## src/rtl/alarm_sequencer_pkg.sv

```systemverilog
// Shared definitions for the home-alarm sequencer: state encoding,
// countdown width and trip-counter saturation helper.
package alarm_sequencer_pkg;

    localparam int unsigned CNT_W = 4;
    localparam logic [CNT_W-1:0] TRIP_MAX = 4'd15;

    typedef enum logic [2:0] {
        ST_DISARMED   = 3'd0,
        ST_EXIT_WAIT  = 3'd1,
        ST_ARMED      = 3'd2,
        ST_ENTRY_WAIT = 3'd3,
        ST_ALARM      = 3'd4
    } state_e;

    // Increment the trip counter, holding at TRIP_MAX instead of wrapping.
    function automatic logic [CNT_W-1:0] trip_sat_inc(input logic [CNT_W-1:0] v);
        logic [CNT_W-1:0] r;
        if (v == TRIP_MAX) begin
            r = v;
        end else begin
            r = v + 4'd1;
        end
        return r;
    endfunction

endpackage

```

## src/rtl/alarm_sequencer_if.sv

```systemverilog
// Control/status bundle between the alarm panel logic and the sequencer.
// The master drives the synchronised panel events, the slave (sequencer)
// returns the display and indicator values.
interface alarm_sequencer_if;
    import alarm_sequencer_pkg::*;

    logic             tick;
    logic             arm;
    logic             disarm;
    logic             sensor;
    logic [CNT_W-1:0] countdown;
    logic [2:0]       state_code;
    logic             siren;
    logic             armed_led;
    logic [CNT_W-1:0] trip_count;

    modport master (
        output tick, arm, disarm, sensor,
        input  countdown, state_code, siren, armed_led, trip_count
    );

    modport slave (
        input  tick, arm, disarm, sensor,
        output countdown, state_code, siren, armed_led, trip_count
    );
endinterface

```

## src/rtl/alarm_sequencer_phase_timer.sv

```systemverilog
// Loadable down-counter timing one alarm phase. It decrements on tick
// while the value is 2 or more and never wraps; expire flags the tick that
// lands on a value of 1, i.e. the last tick of the phase.
module phase_timer
    import alarm_sequencer_pkg::*;
(
    input  logic             clk,
    input  logic             reset_n,
    input  logic             clear,
    input  logic             load,
    input  logic [CNT_W-1:0] load_val,
    input  logic             tick,
    output logic [CNT_W-1:0] value,
    output logic             expire
);

    logic [CNT_W-1:0] value_q;

    // Counter register: clear beats load beats tick-driven decrement.
    always_ff @(posedge clk) begin
        if (!reset_n) begin
            value_q <= 4'd0;
        end else if (clear) begin
            value_q <= 4'd0;
        end else if (load) begin
            value_q <= load_val;
        end else if (tick && (value_q >= 4'd2)) begin
            value_q <= value_q - 4'd1;
        end else begin
            value_q <= value_q;
        end
    end

    assign value  = value_q;
    assign expire = tick && (value_q == 4'd1);

endmodule

```

## src/rtl/alarm_sequencer.sv

```systemverilog
// Home-alarm control FSM: DISARMED -> EXIT_WAIT -> ARMED -> ENTRY_WAIT ->
// ALARM -> (auto re-arm) ARMED. Every output comes from a register, so no
// input reaches an output combinationally.
module alarm_sequencer
    import alarm_sequencer_pkg::*;
#(
    parameter int unsigned EXIT_DELAY  = 10,
    parameter int unsigned ENTRY_DELAY = 8,
    parameter int unsigned SIREN_TIME  = 12
) (
    input  logic            clk,
    input  logic            reset_n,
    alarm_sequencer_if.slave bus
);

    localparam logic [CNT_W-1:0] EXIT_LD  = CNT_W'(EXIT_DELAY);
    localparam logic [CNT_W-1:0] ENTRY_LD = CNT_W'(ENTRY_DELAY);
    localparam logic [CNT_W-1:0] SIREN_LD = CNT_W'(SIREN_TIME);

    state_e           state_q;
    state_e           state_d;
    logic [CNT_W-1:0] trip_q;
    logic [CNT_W-1:0] trip_d;
    logic             siren_q;
    logic             armed_led_q;

    logic             tmr_clear_s;
    logic             tmr_load_s;
    logic [CNT_W-1:0] tmr_load_val_s;
    logic [CNT_W-1:0] tmr_value_s;
    logic             tmr_expire_s;

    phase_timer u_phase_timer (
        .clk      (clk),
        .reset_n  (reset_n),
        .clear    (tmr_clear_s),
        .load     (tmr_load_s),
        .load_val (tmr_load_val_s),
        .tick     (bus.tick),
        .value    (tmr_value_s),
        .expire   (tmr_expire_s)
    );

    // Next-state and timer control; disarm is checked first in every state,
    // then arm, then the timer expiry (tick), then sensor.
    always_comb begin
        state_d        = state_q;
        trip_d         = trip_q;
        tmr_clear_s    = 1'b0;
        tmr_load_s     = 1'b0;
        tmr_load_val_s = 4'd0;
        case (state_q)
            ST_DISARMED: begin
                if (bus.disarm) begin
                    tmr_clear_s = 1'b1;
                end else if (bus.arm) begin
                    state_d        = ST_EXIT_WAIT;
                    tmr_load_s     = 1'b1;
                    tmr_load_val_s = EXIT_LD;
                end else begin
                    state_d = ST_DISARMED;
                end
            end
            ST_EXIT_WAIT: begin
                if (bus.disarm) begin
                    state_d     = ST_DISARMED;
                    tmr_clear_s = 1'b1;
                end else if (tmr_expire_s) begin
                    state_d     = ST_ARMED;
                    tmr_clear_s = 1'b1;
                end else begin
                    state_d = ST_EXIT_WAIT;
                end
            end
            ST_ARMED: begin
                if (bus.disarm) begin
                    state_d     = ST_DISARMED;
                    tmr_clear_s = 1'b1;
                end else if (bus.sensor) begin
                    state_d        = ST_ENTRY_WAIT;
                    tmr_load_s     = 1'b1;
                    tmr_load_val_s = ENTRY_LD;
                end else begin
                    state_d = ST_ARMED;
                end
            end
            ST_ENTRY_WAIT: begin
                if (bus.disarm) begin
                    state_d     = ST_DISARMED;
                    tmr_clear_s = 1'b1;
                end else if (tmr_expire_s) begin
                    state_d        = ST_ALARM;
                    tmr_load_s     = 1'b1;
                    tmr_load_val_s = SIREN_LD;
                    trip_d         = trip_sat_inc(trip_q);
                end else begin
                    state_d = ST_ENTRY_WAIT;
                end
            end
            ST_ALARM: begin
                if (bus.disarm) begin
                    state_d     = ST_DISARMED;
                    tmr_clear_s = 1'b1;
                end else if (tmr_expire_s) begin
                    state_d     = ST_ARMED;
                    tmr_clear_s = 1'b1;
                end else begin
                    state_d = ST_ALARM;
                end
            end
            default: begin
                // Codes 5-7 recover to DISARMED with the timer cleared.
                state_d     = ST_DISARMED;
                tmr_clear_s = 1'b1;
            end
        endcase
    end

    // State, trip counter and indicator registers; indicators are decoded
    // from the next state so they line up with state_code.
    always_ff @(posedge clk) begin
        if (!reset_n) begin
            state_q     <= ST_DISARMED;
            trip_q      <= 4'd0;
            siren_q     <= 1'b0;
            armed_led_q <= 1'b0;
        end else begin
            state_q     <= state_d;
            trip_q      <= trip_d;
            siren_q     <= (state_d == ST_ALARM);
            armed_led_q <= (state_d != ST_DISARMED);
        end
    end

    assign bus.countdown  = tmr_value_s;
    assign bus.state_code = state_q;
    assign bus.siren      = siren_q;
    assign bus.armed_led  = armed_led_q;
    assign bus.trip_count = trip_q;

endmodule

```

## src/flat_wrapper.sv

```systemverilog
// flat-port wrapper written by rule: the top's interface ports become plain ports
module alarm_sequencer_flat import alarm_sequencer_pkg::*;
#(
    parameter int unsigned EXIT_DELAY  = 10,
    parameter int unsigned ENTRY_DELAY = 8,
    parameter int unsigned SIREN_TIME  = 12
)
  (clk, reset_n, bus_tick, bus_arm, bus_disarm, bus_sensor, bus_countdown, bus_state_code, bus_siren, bus_armed_led, bus_trip_count);
  alarm_sequencer_if bus_i ();
  input  logic clk;
  input  logic reset_n;
  input wire logic [$bits(bus_i.tick)-1:0] bus_tick;
  input wire logic [$bits(bus_i.arm)-1:0] bus_arm;
  input wire logic [$bits(bus_i.disarm)-1:0] bus_disarm;
  input wire logic [$bits(bus_i.sensor)-1:0] bus_sensor;
  output wire logic [$bits(bus_i.countdown)-1:0] bus_countdown;
  output wire logic [$bits(bus_i.state_code)-1:0] bus_state_code;
  output wire logic [$bits(bus_i.siren)-1:0] bus_siren;
  output wire logic [$bits(bus_i.armed_led)-1:0] bus_armed_led;
  output wire logic [$bits(bus_i.trip_count)-1:0] bus_trip_count;
  assign bus_i.tick = bus_tick;
  assign bus_i.arm = bus_arm;
  assign bus_i.disarm = bus_disarm;
  assign bus_i.sensor = bus_sensor;
  assign bus_countdown = bus_i.countdown;
  assign bus_state_code = bus_i.state_code;
  assign bus_siren = bus_i.siren;
  assign bus_armed_led = bus_i.armed_led;
  assign bus_trip_count = bus_i.trip_count;
  alarm_sequencer #(.EXIT_DELAY(EXIT_DELAY), .ENTRY_DELAY(ENTRY_DELAY), .SIREN_TIME(SIREN_TIME)) u_core (.clk(clk), .reset_n(reset_n), .bus(bus_i));
endmodule
```

## config.mk

```make
export PLATFORM = sky130hd
export DESIGN_NAME = alarm_sequencer_flat
export DESIGN_NICKNAME = d
export VERILOG_FILES = /design/src/rtl/alarm_sequencer_pkg.sv /design/src/rtl/alarm_sequencer_if.sv /design/src/rtl/alarm_sequencer_phase_timer.sv /design/src/rtl/alarm_sequencer.sv /design/src/flat_wrapper.sv
export SDC_FILE = /design/constraint.sdc
export NUM_CORES = 1
export LEC_CHECK = 0
export BUFFER_PORTS_ARGS = -buffer_cell sky130_fd_sc_hd__buf_2
export CAP_MARGIN = 10
export CORE_UTILIZATION = 50
export CTS_CLUSTER_DIAMETER = 150
export CTS_CLUSTER_SIZE = 16
export DETAILED_ROUTE_END_ITERATION = 16
export PLACE_DENSITY = 0.82
export SLEW_MARGIN = 10
export SYNTH_ARGS = -nofsm -noshare
export SYNTH_HDL_FRONTEND = slang
export SYNTH_HIERARCHICAL = 1
export SYNTH_SLANG_ARGS = --single-unit
```

## constraint.sdc

```tcl
create_clock -name clk -period 2.85 [get_ports clk]
set_clock_uncertainty 0.15 [all_clocks]
set_input_delay 0.57 -clock clk [delete_from_list [all_inputs] [get_ports clk]]
set_output_delay 0.57 -clock clk [all_outputs]
set_load 0.01 [all_outputs]
```

==> metrics.md <==
| Metric | Value |
|---|---|
| Hold Buf Count CTS | `0` |
| WS Path Type | `reg2reg` |
| Final Hold Vio Count | `0` |
| Critical path's largest stage delay | `0.46 ns` |
| Initial Util | `55.9%` |
| Synth top cells by count | `dfxtp_1 (13), inv_1 (7), nor2_1 (6)` |
| Drt wl/cell | `12.8 µm` |
| Worst Path Max Fanout | `7` |
| Final ANT Viol Nets | `0` |
| Worst Path Buf+Inv | `2` |
| Crit path time final | `2.33 ns` |
| Internal power | `0.262 mW` |
| HP Class | `reg2reg` |
| Most frequent CP cell | `inv_1` |
| Critical path arrival | `2.36 ns` |
| Fmax | `0.430 GHz` |
| N_diodes | `0` |
| Setup repair after global routing missed its margin | `false` |
| CTS tree | `done` |
| Number of cells upsized or downsized after cts | `0` |
| DRT Pass-1 Iters | `4` |
| Pre-CTS WS | `0.453 ns` |
| Ys async rst share | `0%` |
| Sequential Power Share | `54.7%` |
| R2R Setup Slk | `0.52 ns` |
| Ports | `19` |
| Switching Share | `25.5%` |
| Die area | `1670 µm²` |
| Cell taking the most area after synthesis | `dfxtp_1` |
| Leak | `0.392 nW` |
| WP data required | `2.89 ns` |
| Design area | `881 µm²` |
| # rows | `13` |
| Vias/cell | `5.50` |
| PortBufs | `18` |
| Die width | `40.8 µm` |
| Most common cell in the netlist | `dfxtp_1` |
| Critical path, cell by cell | `inv_1 > ha_1 > nor4b_1 > and4bb_1 > and2_4 > or2_1 > inv_1 > nor2_1 > a211oi_1` |
| Via count | `666` |
| Netlist cell types | `35` |
| Root Driver | `clkbuf_4` |
| Setup TNS | `0 ns` |
| Longest Clk Path Bufs | `2` |
| Status | `finished clean` |
| Comb pwr share | `12.9%` |
| Cell Area, Placed | `855 µm²` |
| Clock sink count | `13` |
| EDFF count, synth | `0` |
| Total power | `0.351 mW` |
| Top_reg_cell synth | `dfxtp_1` |
| Avg Inst Size Synth | `8.88 µm²` |
| Fill cell count | `113` |
| Seq cells post-synth | `13` |
| Worst-Skew Late Latency | `0.28 ns` |
| Post-DP HPWL | `1.17 mm` |
| Top-area cell type share of the netlist area | `34.5%` |
| Max stage delay cell, worst path | `dfxtp_1` |
| Cell family with most CP delay | `simple AND/OR/NAND/NOR gates` |
| Startpoint types | `flip-flop` |
| Register area share after synthesis | `34.5%` |
| Max-cap violations | `0` |
| Syn Nets | `95` |
| Initial antenna violation count | `0` |
| Mapped Area | `754 µm²` |
| Period utilization | `81.6%` |
| Crit. End Element | `flip-flop` |
| Share of cells above drive strength 1 | `25.5%` |
| CTS buffer count | `3` |
| Post-CTS Setup Inserts | `0` |
| Pwr/cell area | `399 nW/µm²` |
| Peak VDD IR | `0.265 mV` |
| Dominant cells by area after synthesis | `dfxtp_1 (34%), ha_1 (6.6%), inv_1 (3.5%), nor4b_1 (3.5%), a21oi_1 (3.3%)` |
| Vias in the first global route | `594` |
| Mapped Cells | `85` |
| Final slew viol count | `0` |
| Setup ws final | `0.525 ns` |
| Total track usage | `23.4%` |
| CORE AREA | `1350 µm²` |
| # H-tree levels | `1` |
| Detailed Route Iter0 Violations | `20` |
| Final setup viols | `0` |
| Die span in y | `40.8 µm` |
| Clk pwr share | `32.4%` |
| Area delta synth->final | `16.7%` |
| DRC Markers | `0` |
| Fin nets | `117` |
| Clk slew on worst S/H paths | `0.07 ns` |
| Warnings, synthesis | `6` |
| First-pass GRT wire length | `2.48 mm` |
| Total routed wirelength | `1.55 mm` |
| Net Switching | `0.0896 mW` |
| GPL Wtd Cong | `0.829` |
| Grt total ovfl | `0` |
| Largest net degree at the start of global routing | `12` |
==> flip-flops by register name, summed over array words and instances (netlist names) <==
| signal | flops |
|---|---|
| u_core/bus.state_code | 3 |
| u_core/bus.armed_led | 1 |
| u_core/u_phase_timer/value | 4 |
| u_core/bus.siren | 1 |
| u_core/bus.trip_count | 4 |
==> kinds of logic (layout without fill, tap and decap cells) <==
kind of cell	Yosys count	count (layout)	share of synthesized area, %
and+or+nand+nor	38	38	32.7
AOI/OAI and AO/OA	15	15	13.9
DFF	13	13	34.5
buffers and inverters	9	30	5.64
adders and majority gates	4	4	6.63
xor gates and xnor gates	3	3	3.48
muxes	2	2	2.65
other	1	1	0.497
==> tightest hold or removal path, stage by stage, from the launching register on <==
cell and delay [ns]:
dfxtp_1 0.34, nand2_1 0.06, a21oi_1 0.05
==> layout make-up <==
class                   instances  area [µm²]  area share, %
clock buffers                   4        26.3           2.98
repair buffers                 19        97.6           11.1
multi-input cells              63         452           51.3
flip-flops and latches         13         260           29.5
inverters                       7        26.3           2.98
well taps                      15        18.8           2.13
==> cell usage in the layout (no fill, tap or decap), types with 2 or more instances in the layout <==
cell type,instances
a21oi_1,5
or2_1,2
or3_1,2
dfxtp_1,13
inv_1,7
buf_2,18
nor2_1,6
nor2b_1,3
nor4b_1,3
a221oi_1,2
nand2b_1,3
nor3_1,3
mux2i_1,2
a211oi_1,2
nand3_1,3
xor2_1,2
ha_1,4
nand2_1,4
clkbuf_4,3
o21a_1,2
==> power by group through the flow <==
stage / logic, mW / registers (mW) / clock network [mW]
after floorplan: 0.0294 / 0.196 / 0
after global placement: 0.0428 / 0.196 / 0
after detailed placement: 0.0445 / 0.196 / 0
after CTS: 0.0447 / 0.192 / 0.119
after global routing: 0.0506 / 0.193 / 0.123
final: 0.0454 / 0.192 / 0.114
==> metrics by stage <==
step / hold WS [ns] / cells / util, %
final: 0.347 / 121 / 65.2
after global routing: 0.378 / 121 / 65.2
after CTS: 0.350 / 121 / 65.2
after detailed placement: 0.343 / 117 / 63.3
after global placement: 0.328 / 117 / 63.3
after floorplan: 0.354 / 85 / -
==> worst paths after layout <==
check / from / to / cells after the start
hold / removal: u_core/bus.trip_count[1]$_SDFFE_PN0P_ / u_core/bus.trip_count[1]$_SDFFE_PN0P_ / 2
setup / recovery: u_core/u_phase_timer/value[1]$_SDFFE_PP0P_ / u_core/u_phase_timer/value[0]$_SDFFE_PP0P_ / 9
hold reg to reg: u_core/bus.trip_count[1]$_SDFFE_PN0P_ / u_core/bus.trip_count[1]$_SDFFE_PN0P_ / 2
setup reg to reg: u_core/u_phase_timer/value[1]$_SDFFE_PP0P_ / u_core/u_phase_timer/value[0]$_SDFFE_PP0P_ / 9
==> routing by layer <==
metal	GRT usage, %	routed length, µm
met5	0	0
met4	7.50	18
met3	9.78	73
met2	36.7	699
met1	28.5	759
Power figures use the tool's default switching activity.
